[config.mk]
export PLATFORM = sky130hd
export DESIGN_NAME = digest_stream_out
export DESIGN_NICKNAME = d
export VERILOG_FILES = /design/src/rtl/digest_stream_out.sv
export SDC_FILE = /design/constraint.sdc
export NUM_CORES = 1
export LEC_CHECK = 0
export ABC_CLOCK_PERIOD_IN_PS = 2700
export CORE_ASPECT_RATIO = 0.9
export CORE_MARGIN = 1
export CORE_UTILIZATION = 51
export DETAILED_ROUTE_END_ITERATION = 8
export PLACE_DENSITY = 0.92
export SETUP_SLACK_MARGIN = 0.1
export SLEW_MARGIN = 10
export SYNTH_ARGS = -nofsm -noshare
export SYNTH_HDL_FRONTEND = slang
export SYNTH_SLANG_ARGS = --single-unit
[constraint.sdc]
create_clock -name clk -period 2.7 [get_ports clk]
set_input_delay 0.405 -clock clk [delete_from_list [all_inputs] [get_ports clk]]
set_output_delay 0.405 -clock clk [all_outputs]
set_load 0.05 [all_outputs]
[src/rtl/digest_stream_out.sv]
// Snapshot of the final hash state words, streamed out as 32-bit beats over valid/ready.
// The core may start its next message while the held digest drains.
module digest_stream_out #(
  parameter bit SWAP_BYTES = 1'b0
) (
  input  logic             clk,
  input  logic             reset,
  input  logic [1:0]       sha_type,
  input  logic             capture,
  input  logic [0:7][63:0] H,
  output logic             idle,
  output logic [31:0]      m_tdata,
  output logic             m_tvalid,
  input  logic             m_tready,
  output logic             m_tlast,
  output logic             overrun
);

  localparam logic [0:0] IDLE = 1'b0;
  localparam logic [0:0] SEND = 1'b1;

  logic [0:0]       state;
  logic [0:7][63:0] snap;
  logic [1:0]       type_q;
  logic [3:0]       cnt;
  logic [3:0]       last_idx;
  logic [63:0]      word;
  logic [31:0]      beat;

  always_comb begin
    last_idx = 4'd15;
    case (type_q)
      2'b00:   last_idx = 4'd6;
      2'b01:   last_idx = 4'd7;
      2'b10:   last_idx = 4'd11;
      default: last_idx = 4'd15;
    endcase
  end

  // 64-bit words emit their high half on even beats, low half on odd beats
  assign word = type_q[1] ? snap[cnt[3:1]] : snap[cnt[2:0]];
  assign beat = (type_q[1] && cnt[0]) ? word[31:0] : word[63:32];

  generate
    if (SWAP_BYTES) begin : g_swap
      assign m_tdata = {beat[7:0], beat[15:8], beat[23:16], beat[31:24]};
    end else begin : g_noswap
      assign m_tdata = beat;
    end
  endgenerate

  // All outputs decode from registers only, so m_tready never reaches m_tvalid
  assign m_tvalid = (state == SEND);
  assign m_tlast  = m_tvalid && (cnt == last_idx);
  assign idle     = (state == IDLE);

  always_ff @(posedge clk or negedge reset) begin
    if (!reset) begin
      state   <= IDLE;
      snap    <= '0;
      type_q  <= 2'b00;
      cnt     <= 4'd0;
      overrun <= 1'b0;
    end else begin
      case (state)
        IDLE: begin
          if (capture) begin
            snap   <= H;
            type_q <= sha_type;
            cnt    <= 4'd0;
            state  <= SEND;
          end
        end
        default: begin
          if (capture) overrun <= 1'b1;
          if (m_tready) begin
            if (cnt == last_idx) begin
              cnt   <= 4'd0;
              state <= IDLE;
            end else begin
              cnt <= cnt + 4'd1;
            end
          end
        end
      endcase
    end
  end

endmodule
# After elaboration in Yosys (flattened, before gate mapping)
# Index checks and enable logic that the tools add are counted.
# word_totals
register_bits	520
latchBits	0
ramBits	0
mem_bits_ro	0
inputBits	518
out_inout_bits	36
word_cells	46
memories	0
# classes
addsub	1
n_mul	0
div_mod_pow	0
n_lt_le_gt_ge	2
n_eq_ne	4
shifts	0
muxes	17
n_bitwise	3
reduce_logical	7
# ops
op	count
$bmux W64 S3	2
$mux W64	5
$mux W32	1
$mux W4	4
$pmux W4 S3	1
$ge A4 B4 Y1 const B	2
$not A3 Y4	2
$reduce_and A2 Y1	3
$add A4 B1 Y4 const B	1
$eq A4 B4 Y1	1
$mux W1	4
$eq A2 B1 Y1 const B	1
$eq A2 B2 Y1 const B	1
$logic_and A1 B1 Y1	2
$logic_not A2 Y1	1
$ne A2 B2 Y1 const B	1
$reduce_bool A2 Y1	1
$not A1 Y1	1

# Logic depth before layout (Yosys ltp)
# depth
depth_word	6
ltp_mapped	8
mapped_depth_nobuf	4

# Worst setup path before layout
# No wires, ideal clock.
# synth_timing
path_kind	register to output
start	register cnt[1]
end	output m_tdata[4]
arrival_ns	2.517
t_required_ns	2.295
slack_ns	-0.222
stages_incl_launch_ff	8
n_path_buf	4
path_cell_list	dfrtp_1 > buf_4 > buf_4 > buf_4 > buf_4 > mux4_2 > o22ai_1 > a211oi_1
# synth_between
elab_chain_len	6
word_cells_on_any_way	10
cone_classes	mux (8); bitwise (2)
# synth_lines
element	line	rtl
start: declaration	25	logic [3:0] cnt;
start signal: assignment	81	cnt <= cnt + 4'd1;
$not A3 Y4 (not written as such)	41	assign word = type_q[1] ? snap[cnt[3:1]] : snap[cnt[2:0]];
$bmux W64 S3	41	
$mux W64 (not written as such) (2 in series)	41	
$mux W64 *	41	
$mux W32 *	42	assign beat = (type_q[1] && cnt[0]) ? word[31:0] : word[63:32];
end: declaration	12	output logic [31:0] m_tdata,
# Mark *: on every way between the ends. The rest lies on a longest branch, timed or not. The select of a mux whose other input is x is not followed.

# Worst setup path in the final report
# layout_timing
start	register cnt[1]
end	output m_tdata[22]
# Same word-level chain as after synthesis.

==> qor.json <==
{
  "global_route": {
    "grt_max_degree": 84,
    "grt_pass1_wl_mm": 122.3,
    "grt_pass1_vias": 19350,
    "overall_global_routing_usage_pct": 33.16,
    "grt_overflow_total": 0,
    "grt_antenna_before_repair": 14
  },
  "status": {
    "failed_checks": "setup timing",
    "outcome": "finished with violations"
  },
  "routing": {
    "drt_pass1_iterations": 5,
    "drt_first_iter_violations": 1292,
    "detailroute.via_count": 17740,
    "drt-wirelength-per-cell_um": 28.82,
    "postRouteAntennaNets": 0,
    "routed_wl_mm": 83.01,
    "vias_per_cell": 6.159,
    "detail_route.drc_violations": 0
  },
  "sta": {
    "layout_setup_ws_ps": -440.2,
    "slew_headroom_pct": 51.48,
    "rsz0062_at_grt": "true",
    "final_worst_path_period_share_pct": 116.3,
    "finalHoldViolCount": 0,
    "achievable-frequency_mhz": 318.5,
    "timing.final.crit_period_ps": 3140,
    "final.setup.tns_ps": -11670,
    "worstMarginPinSlew_ps": 727.8,
    "setup_viol_count_final": 33,
    "final-max-slew-violation-count": 0,
    "fin_skew_ps": 22.93
  },
  "logic_synthesis": {
    "yosys.cell_types.count": 37,
    "synth.top_cell.area_share_pct": 51.92,
    "synthDominantAreaCellType": "dfrtp_1",
    "synth.yosys.seq_area_share_pct": 51.92,
    "mappedNetlistArea_um2": 25060,
    "syn-num-nets": 2053,
    "postSynthCellCount": 1534,
    "ys.warnings.count": 0,
    "ys_ff_latch": 520,
    "syn_area_per_cell_um2": 16.34,
    "synth.top_cells.by_area": "dfrtp_1, mux2_2, mux4_2"
  },
  "layout": {
    "post_route_design_area_um2": 35530,
    "area.growth.synth_to_final_pct": 41.74,
    "total_nets_final": 2723,
    "drive_gt1_share_pct": 48.29
  },
  "floorplanning": {
    "floorplan.initialDensity_pct": 51.99,
    "pin_count": 554,
    "die_width_um": 235.7,
    "rows": 76,
    "die_area_um2": 50040,
    "coreArea_um2": 48210,
    "die_height_um": 212.3
  },
  "flow_run": {
    "maxCapViolations": 0
  },
  "setup_path": {
    "required_ps": 2300,
    "setup.worst_path.start": "cnt[1]",
    "reg2reg_path_depth": 9,
    "start_kind": "flip-flop",
    "worst_reg_to_reg_setup_slack_ps": 610,
    "reg2reg_from": "cnt[1]",
    "timing.setup.critical_path_class": "flip-flop to output pin",
    "worstPathArrival_ps": 2740,
    "critical_path.endpoint_type": "output pin",
    "crit_path_max_fanout": 8
  },
  "place": {
    "placed_inst_area_um2": 32220,
    "post-dp-hpwl_mm": 58.75,
    "place.port_buffers": 553,
    "globalplace.congestion": 0.8721
  },
  "pwr": {
    "overall_power_mw": 45.38,
    "power_per_cell_area_nw_per_um2": 1277,
    "p_leak_nw": 14.47,
    "irDropWorstVdd_mv": 1.105
  },
  "cts": {
    "cts_tree": "yes",
    "clock_tree.root_cell": "clkbuf_16",
    "htree_levels": 2,
    "worstSkewPairLatency_ps": 610,
    "max-clock-path-buffers": 3,
    "clock_sinks": 520,
    "clk_transition_reported_paths_ps": 60,
    "total_cts_buffers": 53
  },
  "hold_path": {
    "hold_path.class": "primary input to flip-flop",
    "timing.hold.worst.start": "sha_type[0]",
    "depth_of_the_worst_hold_timing_path": 2
  }
}
[synth_stat cells, drive strengths merged]
master and instances:
dfrtp 520, mux2 517, mux4 186, buf 104
mux2i 43, a22oi 34, o22ai 27, clkbuf 20
o211ai 18, a211oi 13, nor2 8, a21oi 7
nand2 4, nand2b 4, nor2b 4, or2 3
a22o 2, a32oi 2, inv 2, nand3 2
o221ai 2, a21o 1, a221o 1, and3 1
ha 1, nand4 1, nor3 1, nor4 1
nor4b 1, o22a 1, or4 1, xnor2 1
xor2 1
[cell type report]
cell class | count | area (um^2)
Multi-Input combinational cell | 888 | 11830
Inverter | 2 | 7.507
Fill cell | 2725 | 12680
Clock buffer | 76 | 1585
Sequential cell | 520 | 13030
Timing Repair Buffer | 739 | 8018
Clock inverter | 22 | 257.7
Tap cell | 624 | 780.7
Antenna cell | 9 | 22.52
[cells by family (layout without fill, tap and decap cells)]
family	Yosys count	in the layout	synth area share, %
AOI/OAI and AO/OA	108	108	3.100
DFF	520	520	51.92
xor gates and xnor gates	2	2	0.06990
muxes	746	746	41.66
buffers and inverters	126	839	2.516
other	0	9	0
adders and majority gates	1	1	0.04991
and+or+nand+nor	31	31	0.6889
[power breakdown]
| group | switching, mW | internal (mW) | total, mW |
|---|---|---|---|
| sequential | 3.06 | 11.6 | 14.7 |
| clock | 3.20 | 4.56 | 7.76 |
| combinational | 10.1 | 12.8 | 22.9 |
| total | 16.4 | 29.0 | 45.4 |
[flip-flops by register name, summed over array words and instances, names as in the netlist]
register	flops
snap	512
cnt	4
type_q	2
m_tvalid	1
overrun	1
[routing by layer]
layer  part of all wire (%)  vias up  routed length, um  global-route usage, %
met3                    8.4      262               6974                  8.764
met1                     36     9193              30210                  40.24
met2                     49      955              41060                  54.62
li1                       -     7321                  -                      -
met5                  0.058        -                 48                      0
met4                    5.7        8               4712                  17.92
[per-stage QoR]
step	hold WS, ps	setup WS, ps	utilization (%)	std cells
floorplan	109.4	208.0	-	1534
global placement	467.9	93.26	66.82	2705
detailed placement	486.3	58.07	66.82	2705
CTS	370.9	-436.1	72.86	2850
global route	389.6	-528.6	73.67	2876
finish	406.5	-440.2	73.69	2880
[final timing paths]
kind | endpoint
worst max-delay path | m_tdata[22]
worst min-delay path | type_q[0]
worst max register to register | cnt[3]
worst min register to register | snap[324]
max in group asynchronous | snap[147]
min in group asynchronous | snap[61]
[timing repair]
item	in CTS	in global routing
hold buffers	1	0
endpoints found under the hold margin	67	0
pin swaps	25	24
endpoints found under the setup margin	33	33
setup buffers	39	19
gates resized for setup	108	37
cloned	7	3
[worst max-delay path, stage by stage (launching register included)]
cell	delay [ps]
dfrtp_4	470
buf_12	170
buf_16	150
mux4_2	540
a22oi_2	230
buf_6	160
o211ai_1	140
buf_4	240
[placed cells by master (no fill, tap or decap), types with 10 or more instances in the layout]
cell,count
clkbuf_16,61
o22ai_1,12
a22oi_1,21
dfrtp_1,515
o22ai_2,10
buf_6,44
o211ai_1,18
buf_12,48
mux4_2,186
clkdlybuf4s50_1,519
a22oi_2,13
clkinv_2,11
mux2_2,516
buf_4,101
mux2i_1,33
clkbuf_8,13
Note: power is estimated with default switching activity, not from simulation.
